File: config.mk
export PLATFORM = sky130hd
export DESIGN_NAME = config_chain_loader
export DESIGN_NICKNAME = d
export VERILOG_FILES = /design/src/rtl/config_chain_loader.sv
export SDC_FILE = /design/constraint.sdc
export NUM_CORES = 1
export LEC_CHECK = 0
export CORE_ASPECT_RATIO = 2
export CORE_MARGIN = 4
export CORE_UTILIZATION = 41
export DETAILED_ROUTE_END_ITERATION = 8
export PLACE_DENSITY = 0.73
export SYNTH_ARGS = -nofsm -noshare
export SYNTH_HDL_FRONTEND = slang
export SYNTH_SLANG_ARGS = --single-unit
File: constraint.sdc
create_clock -name i_ck -period 2 [get_ports i_ck]
set_input_delay 0.4 -clock i_ck [delete_from_list [all_inputs] [get_ports i_ck]]
set_output_delay 0.4 -clock i_ck [all_outputs]
set_load 0.01 [all_outputs]
File: src/rtl/config_chain_loader.sv
// Configuration chain loader: clears a serial DFFR chain, shifts CHAIN_LEN bitstream bits
// into it with a generated programming clock and releases the fabric on a fault-free load.
module config_chain_loader #(
  parameter int unsigned CHAIN_LEN = 64,
  parameter int unsigned CLR_CYC   = 2,
  localparam int unsigned BW = $clog2(CHAIN_LEN + 1)
) (
  input  logic          i_ck,
  input  logic          i_rstn,
  input  logic          i_start,
  input  logic          i_abort,
  input  logic [7:0]    i_in_data,
  input  logic          i_in_valid,
  output logic          o_in_ready,
  output logic          o_prog_ck,
  output logic          o_prog_d,
  output logic          o_prog_rst,
  input  logic          i_prog_q,
  output logic          o_busy,
  output logic          o_done,
  output logic          o_err,
  output logic          o_fabric_en,
  output logic [BW-1:0] o_bits_left
);

  localparam int unsigned CW = (CLR_CYC > 1) ? $clog2(CLR_CYC) : 1;
  localparam logic [CW-1:0] ClrLast = CW'(CLR_CYC - 1);
  localparam logic [BW-1:0] LenW    = BW'(CHAIN_LEN);

  typedef enum logic [2:0] {StIdle, StClear, StFetch, StShiftLo, StShiftHi, StDone} state_e;

  state_e          r_state, w_state_d;
  logic [CW-1:0]   r_clr_cnt, w_clr_cnt_d;
  logic [7:0]      r_sreg, w_sreg_d;
  logic [2:0]      r_idx, w_idx_d;
  logic [BW-1:0]   r_bits_left, w_bits_left_d;
  logic            r_err, w_err_d;
  logic            r_prog_d, w_prog_d_d;
  logic            r_prog_ck, r_prog_rst, r_in_ready, r_busy, r_done, r_fabric_en;

  always_comb begin
    w_state_d     = r_state;
    w_clr_cnt_d   = r_clr_cnt;
    w_sreg_d      = r_sreg;
    w_idx_d       = r_idx;
    w_bits_left_d = r_bits_left;
    w_err_d       = r_err;
    w_prog_d_d    = r_prog_d;
    // Abort outranks START and any pending byte transfer.
    if (i_abort) begin
      w_state_d = StIdle;
    end else begin
      case (r_state)
        StIdle, StDone: begin
          if (i_start) begin
            w_state_d     = StClear;
            w_clr_cnt_d   = '0;
            w_bits_left_d = LenW;
            w_err_d       = 1'b0;
          end
        end
        StClear: begin
          if (r_clr_cnt == ClrLast) w_state_d = StFetch;
          else                      w_clr_cnt_d = r_clr_cnt + CW'(1);
        end
        StFetch: begin
          if (i_in_valid && r_in_ready) begin
            w_state_d  = StShiftLo;
            w_sreg_d   = i_in_data;
            w_idx_d    = 3'd7;
            w_prog_d_d = i_in_data[7];
          end
        end
        StShiftLo: begin
          // Tail must still read the cleared value while the first CHAIN_LEN bits go in.
          if (i_prog_q) w_err_d = 1'b1;
          w_state_d = StShiftHi;
        end
        StShiftHi: begin
          w_bits_left_d = r_bits_left - BW'(1);
          if (r_bits_left == BW'(1)) begin
            w_state_d = StDone;
          end else if (r_idx == 3'd0) begin
            w_state_d = StFetch;
          end else begin
            w_state_d  = StShiftLo;
            w_idx_d    = r_idx - 3'd1;
            w_sreg_d   = {r_sreg[6:0], 1'b0};
            w_prog_d_d = r_sreg[6];
          end
        end
        default: w_state_d = StIdle;
      endcase
    end
    if (w_state_d == StIdle) w_prog_d_d = 1'b0;
  end

  always_ff @(posedge i_ck or negedge i_rstn) begin
    if (!i_rstn) begin
      r_state     <= StIdle;
      r_clr_cnt   <= '0;
      r_sreg      <= '0;
      r_idx       <= '0;
      r_bits_left <= '0;
      r_err       <= 1'b0;
      r_prog_d    <= 1'b0;
      r_prog_ck   <= 1'b0;
      r_prog_rst  <= 1'b1;
      r_in_ready  <= 1'b0;
      r_busy      <= 1'b0;
      r_done      <= 1'b0;
      r_fabric_en <= 1'b0;
    end else begin
      r_state     <= w_state_d;
      r_clr_cnt   <= w_clr_cnt_d;
      r_sreg      <= w_sreg_d;
      r_idx       <= w_idx_d;
      r_bits_left <= w_bits_left_d;
      r_err       <= w_err_d;
      r_prog_d    <= w_prog_d_d;
      r_prog_ck   <= (w_state_d == StShiftHi);
      r_prog_rst  <= (w_state_d == StIdle) || (w_state_d == StClear);
      r_in_ready  <= (w_state_d == StFetch);
      r_busy      <= (w_state_d == StClear) || (w_state_d == StFetch) ||
                     (w_state_d == StShiftLo) || (w_state_d == StShiftHi);
      r_done      <= (w_state_d == StDone);
      r_fabric_en <= (w_state_d == StDone) && !w_err_d;
    end
  end

  assign o_in_ready  = r_in_ready;
  assign o_prog_ck   = r_prog_ck;
  assign o_prog_d    = r_prog_d;
  assign o_prog_rst  = r_prog_rst;
  assign o_busy      = r_busy;
  assign o_done      = r_done;
  assign o_err       = r_err;
  assign o_fabric_en = r_fabric_en;
  assign o_bits_left = r_bits_left;

endmodule

# --- After elaboration in Yosys (flattened, before gate mapping) ---
# Cells that the tools add are included.
op_classes:
  n_shift: 0
  mul: 0
  n_bitwise: 1
  eq_ne: 19
  n_div: 0
  order_cmp: 0
  mux: 30
  addsub: 3
  reduce_logical: 19
op_table:
  columns: ["cell", "n"]
  rows:
  - ["two-way mux 7 bit", 4]
  - ["one-hot mux 7 bit (2 select lines)", 2]
  - ["two-way mux 3 bit", 8]
  - ["one-hot mux 3 bit (5 select lines)", 1]
  - ["== test 3 x 2 -> 1 bit, second input constant", 4]
  - ["== test 3 bit, second input constant", 4]
  - ["two-way mux 1 bit", 11]
  - ["AND reduction 5 bit", 2]
  - ["logical NOT 3 bit", 3]
  - ["inequality test 3 bit, second input constant", 3]
  - ["inequality test 2 bit, second input constant", 4]
  - ["== test 7 x 1 -> 1 bit, second input constant", 1]
  - ["subtractor 7 x 1 -> 7 bit, second input constant", 1]
  - ["== test 3 x 1 -> 1 bit, second input constant", 2]
  - ["one-hot mux 1 bit (2 select lines)", 3]
  - ["one-hot mux 3 bit (2 select lines)", 1]
  - ["AND reduction 3 bit", 2]
  - ["nonzero test 2 bit", 3]
  - ["logical OR 1 bit", 4]
  - ["nonzero test 3 bit", 1]
  - ["subtractor 3 x 1 -> 3 bit, second input constant", 1]
  - ["logical AND 1 bit", 2]
  - ["inequality test 2 x 1 -> 1 bit, second input constant", 1]
  - ["OR reduction 2 bit", 1]
  - ["3 further kinds", 3]
totals:
  reg_bits: 29
  output_inout_bits: 15
  latchBits: 0
  rom_bits: 0
  n_memories: 0
  ram_bits: 0

# --- Logic depth before layout (Yosys ltp) ---
depth:
  depth_word: 9
  ltp_mapped: 9
  mapped_depth_nobuf: 8

# --- Least setup slack after synthesis ---
# Ideal clock, no wire load.
synth_timing:
  path_kind: "register to register"
  from: "reg r_bits_left[1] (netlist: o_bits_left[1])"
  to: "reg r_sreg[1]"
  required_time_ps: 1927
  n_path_buf: 2
  stages_incl_launch_ff: 10
  path_slack_ps: 263
  t_arrival_ps: 1664
  setup_ps: 73
  path_cell_list: "dfrtp_1 inv_1 ha_1 nor4b_2 and2_1 buf_4 a22oi_4 buf_6 nor2_2 a21oi_2"
synth_via:
  elab_chain_len: 3
synth_lines:
  columns: ["item", "line_no", "text"]
  rows:
  - ["start: declaration", "36", "logic [BW-1:0] r_bits_left, w_bits_left_d;"]
  - ["start signal: assignment", "118", "r_bits_left <= w_bits_left_d;"]
  - ["== test 7 x 1 -> 1 bit", "81", "if (r_bits_left == BW'(1)) begin"]
  - ["inequality test 2 bit (no line)", null, null]
  - ["AND reduction 5 bit (no line)", null, null]
  - ["end signal: assignment", "116", "r_sreg <= w_sreg_d;"]
  - ["end: declaration", "34", "logic [7:0] r_sreg, w_sreg_d;"]
# No other way between the ends.
# A chain may end at the register's enable or synchronous reset.

# --- Worst setup path after layout ---
layout_timing:
  from: "reg r_bits_left[1] (netlist: o_bits_left[1])"
  to: "reg r_busy (netlist: o_busy)"
layout_via:
  elab_chain_len: 8
  word_cells_on_any_way: 11
layout_lines:
  columns: ["item", "line_no", "text"]
  rows:
  - ["== test 7 x 1 -> 1 bit *", "81", null]
  - ["two-way mux 3 bit *", "81", null]
  - ["one-hot mux 3 bit (5 select lines) *", "53", "case (r_state)"]
  - ["two-way mux 3 bit *", "50", "if (i_abort) begin"]
  - ["named net w_state_d[2]", "32", "state_e r_state, w_state_d;"]
  - ["== test 3 x 1 -> 1 bit / == test 3 x 2 -> 1 bit (equally long branches)", "124", "r_busy <= (w_state_d == StClear) || (w_state_d == StFetch) ||"]
  - ["logical OR 1 bit (2 in a row)", "124", null]
  - ["logical OR 1 bit *", "125", "(w_state_d == StShiftLo) || (w_state_d == StShiftHi);"]
  - ["end signal: assignment", "124", null]
  - ["end: declaration", "39", "logic r_prog_ck, r_prog_rst, r_in_ready, r_busy, r_done, r_fabric_en;"]
# The timed path passes the listed nets; every way through them passes the cells marked *.

==> metrics.md <==
| Metric | Value |
|---|---|
| Status | finished clean |
| Slew Limit Fails | 0 |
| Worst min path class | reg -> reg |
| WP data required | around 2.2 ns |
| Die ar. | 4850 um^2 |
| # rows | 31 |
| Total wire length | between 3 and 4 mm |
| Leakage Power | 0.920 nW |
| FF-to-FF setup slack | around 0.14 ns |
| Tot Pwr | about 0.0023 W |
| Synth Register Bits | 29 |
| DR DRC count | 0 |
| Final RePlAce weighted congestion | 0.861 |
| Clock transition at the registers of the reported paths | 0.07 ns |
| DP Wirelength | about 2.9 mm |
| Post-synth top flop | dfrtp_1 |
| FFs w/ async S/R, synth | 100% |
| Crit Path Class | reg -> reg |
| Share of layout cells above drive strength 1 | between 20% and 30% |
| Worst Path Max Fanout | 4 |
| Port Buf Inserts | 28 |
| First-pass GRT wire length | 6.01 mm |
| DR WL/cell | 14.5 um |
| Syn_nets | 170 |
| Via count | between 1000 and 1500 |
| Area Growth Syn to Fin | 39.4% |
| Final core utilization | 59.4% |
| Placed cells | 245 |
| Critical path startpoint category | register |
| Clock share of power | roughly 28% |
| Antenna viol nets, final | 0 |
| Period utilisation layout | 92.8% |
| Post-CTS Hold Buffers | 0 |
| Clock Skew | 0.0118 ns |
| Final setup violation count | 0 |
| Drt pass-1 iters | 4 |
| Pint | 0.00154 W |
| Seq/Total Area, Yosys | 47.3% |
| Die W | 51.3 um |
| Initial drt markers | 22 |
| Fmax | 539 MHz |
| Slowest CP cell | dfrtp_1 |
| Peak VDD IR | just over 0.9 mV |
| CTS Sinks | 29 |
| Final Non-Filler Cells | 255 |
| Routed vias/inst | 5.15 |
| Worst skew pair latency | approximately 0.29 ns |
| Post-synth EDFFs | 0 |
| FF-to-FF Start | o_bits_left[1] |
| Final hold vios | 0 |
| Syn Std Cell Area | roughly 1500 um^2 |
| Vias in the first global route | 1348 |
| TritonCTS clock tree | yes |
| CP max stage delay | 0.41 ns |
| Overall Global Routing Usage | 16.7% |
| Max Buffers Root-to-Sink | 2 |
| Power Density | about 1100 nW/um^2 |
| Data arrival, critical path | 2.03 ns |
| Sw Ratio | 32.1% |
| Critical path endpoint category | register |
| Crit path launch | o_bits_left[1] |
| Initial antenna violation count | 0 |
| Post-synth cell types | 43 |
| Worst path most repeated cell | buf_4 |
| Core box area | 3610 um^2 |
| Post-layout min period | 1.86 ns |
| H-tree Lvls | 2 |
| Die height | roughly 95 um |
| Final Net Count | 223 |
| CTS buffer count | 5 |
| Syn Area/Cell | 10.1 um^2 |
| Cells along the critical path | inv_2, ha_2, nor4b_4, buf_4, nand4_1, a31oi_1, buf_4, nand2_1, inv_1, nor2_1 |
| Initial Utilization | 42.6% |
| GRT overflow | 0 |
| MaxCap Viol Count | 0 |
| IO Pins | 29 |
| Max-slew headroom | 68.8% |
| Root Driver | clkbuf_8 |
| Cells after Synth | 152 |
| P_sw | 0.000730 W |
| Sequential power share | 40.3% |
| Tightest Pin Transition | 0.468 ns |
| HP Start | r_idx[0] |
| Largest net degree at the start of global routing | 30 |
| Antenna cells | 0 |
| Combinational power share | 32.0% |
| Yosys Warn Count | 0 |
-- registers in the layout, indices dropped and copies added, names as in the netlist --
signal,count
o_bits_left,7
o_busy,1
o_done,1
o_err,1
o_fabric_en,1
o_in_ready,1
o_prog_ck,1
o_prog_d,1
o_prog_rst,1
r_clr_cnt,1
r_idx,3
r_sreg,7
r_state,3
-- routing by layer --
layer,track usage (%),vias up,routed length [um]
met5,0,-,0
met1,15.1,636,1280
li1,-,636,-
met2,33.1,32,2160
met4,7.88,0,100
met3,3.63,10,154
-- worst max-delay path, delay by kind of cell (launching register included) --
family | cells | cell delay, ns
AO/OA/AOI/OAI | 1 | 0.23
adder cells (fa/ha/maj) | 1 | 0.17
flip-flops | 1 | 0.41
AND/OR/NAND/NOR | 4 | 0.43
buffers and inverters | 4 | 0.48
-- path summary, 6_finish.rpt --
| path | endpoint | cells past startpoint |
|---|---|---|
| max reg2reg | o_busy | 10 |
| max | o_busy | 10 |
| min reg2reg | r_idx[0] | 1 |
| min | r_idx[0] | 1 |
| min in group asynchronous | o_bits_left[1] | 2 |
| max in group asynchronous | o_prog_rst | 2 |
-- power by group through the flow --
stage / combinational [W] / sequential (W) / clock, W
after floorplan: 0.000390 / 0.000908 / 0
after global placement: 0.000696 / 0.000906 / 0
after detailed placement: 0.000728 / 0.000917 / 0
after CTS: 0.000732 / 0.000909 / 0.000645
after global routing: 0.000807 / 0.000935 / 0.000666
final: 0.000728 / 0.000916 / 0.000630
-- area by class of cell --
class / count / area, um^2
fill: 318 / 1460
inverter: 11 / 41.3
multi-input combinational: 107 / 744
tap: 49 / 61.3
clock inverter: 1 / 30.0
clock buffer: 7 / 86.3
sequential: 29 / 727
timing repair buffer: 51 / 453
-- through the flow --
step	setup WS [ns]	setup TNS [ns]	area, um^2	hold WS, ns
after floorplan	0.263	0	1540	0.104
after global placement	-0.0490	-0.429	1990	0.452
after detailed placement	-0.0979	-0.923	1990	0.467
after CTS	0.0407	0	2110	0.474
after global routing	-0.0216	-0.0216	2140	0.491
final	0.144	0	2140	0.470
-- cells by family (layout without fill, tap and decap cells) --
| kind of cell | Yosys count | in the layout | synth area share, % |
|---|---|---|---|
| simple gates | 63 | 63 | 23.3 |
| xor+xnor | 4 | 4 | 2.28 |
| flops | 29 | 29 | 47.3 |
| compound gates | 27 | 27 | 12.6 |
| fa+ha+maj | 5 | 5 | 3.91 |
| mux | 8 | 8 | 5.21 |
| buf+inv | 16 | 70 | 5.45 |
-- layout by cell type (no fill, tap or decap), types with 2 or more instances in the layout --
master and instances:
a21oi_1 6, a21oi_2 3, buf_4 23, clkbuf_8 6
clkdlybuf4s50_1 28, dfrtp_1 28, ha_1 3, inv_1 10
mux2i_1 8, nand2_1 10, nand2b_1 3, nand3_1 5
nand3b_1 2, nand4_1 5, nor2_1 18, nor2_2 5
nor3_1 2, nor4b_4 2, o21ai_0 4, o21ai_1 2
o221ai_1 2, o31ai_1 2, or3_1 2, xor2_1 4
-- cell usage after synthesis (2+ instances only) --
cell      instances  area share (%)
nand3_1           5             1.6
and2_1            2            0.81
nor2_2            5             2.0
nand2_1          10             2.4
o31ai_1           2            0.98
o221ai_1          2             1.1
a21oi_2           3             1.7
o21ai_0           4             1.3
nand3b_1          2            0.98
mux2i_1           8             5.2
ha_1              4             3.3
nor3_1            2            0.65
nor2_1           18             4.4
buf_6             2             1.5
a21oi_1           6             2.0
buf_4             2            0.98
o21ai_1           2            0.65
xor2_1            4             2.3
nand4_1           5             2.0
dfrtp_1          28              46
or3_1             2            0.81
nand2b_1          3             1.2
inv_1            11             2.7
-- timing repair --
item	in CTS	in global routing
endpoints found under the setup margin	0	12
setup buffers	0	2
gates resized for setup	0	5
Power figures use the tool's default switching activity.
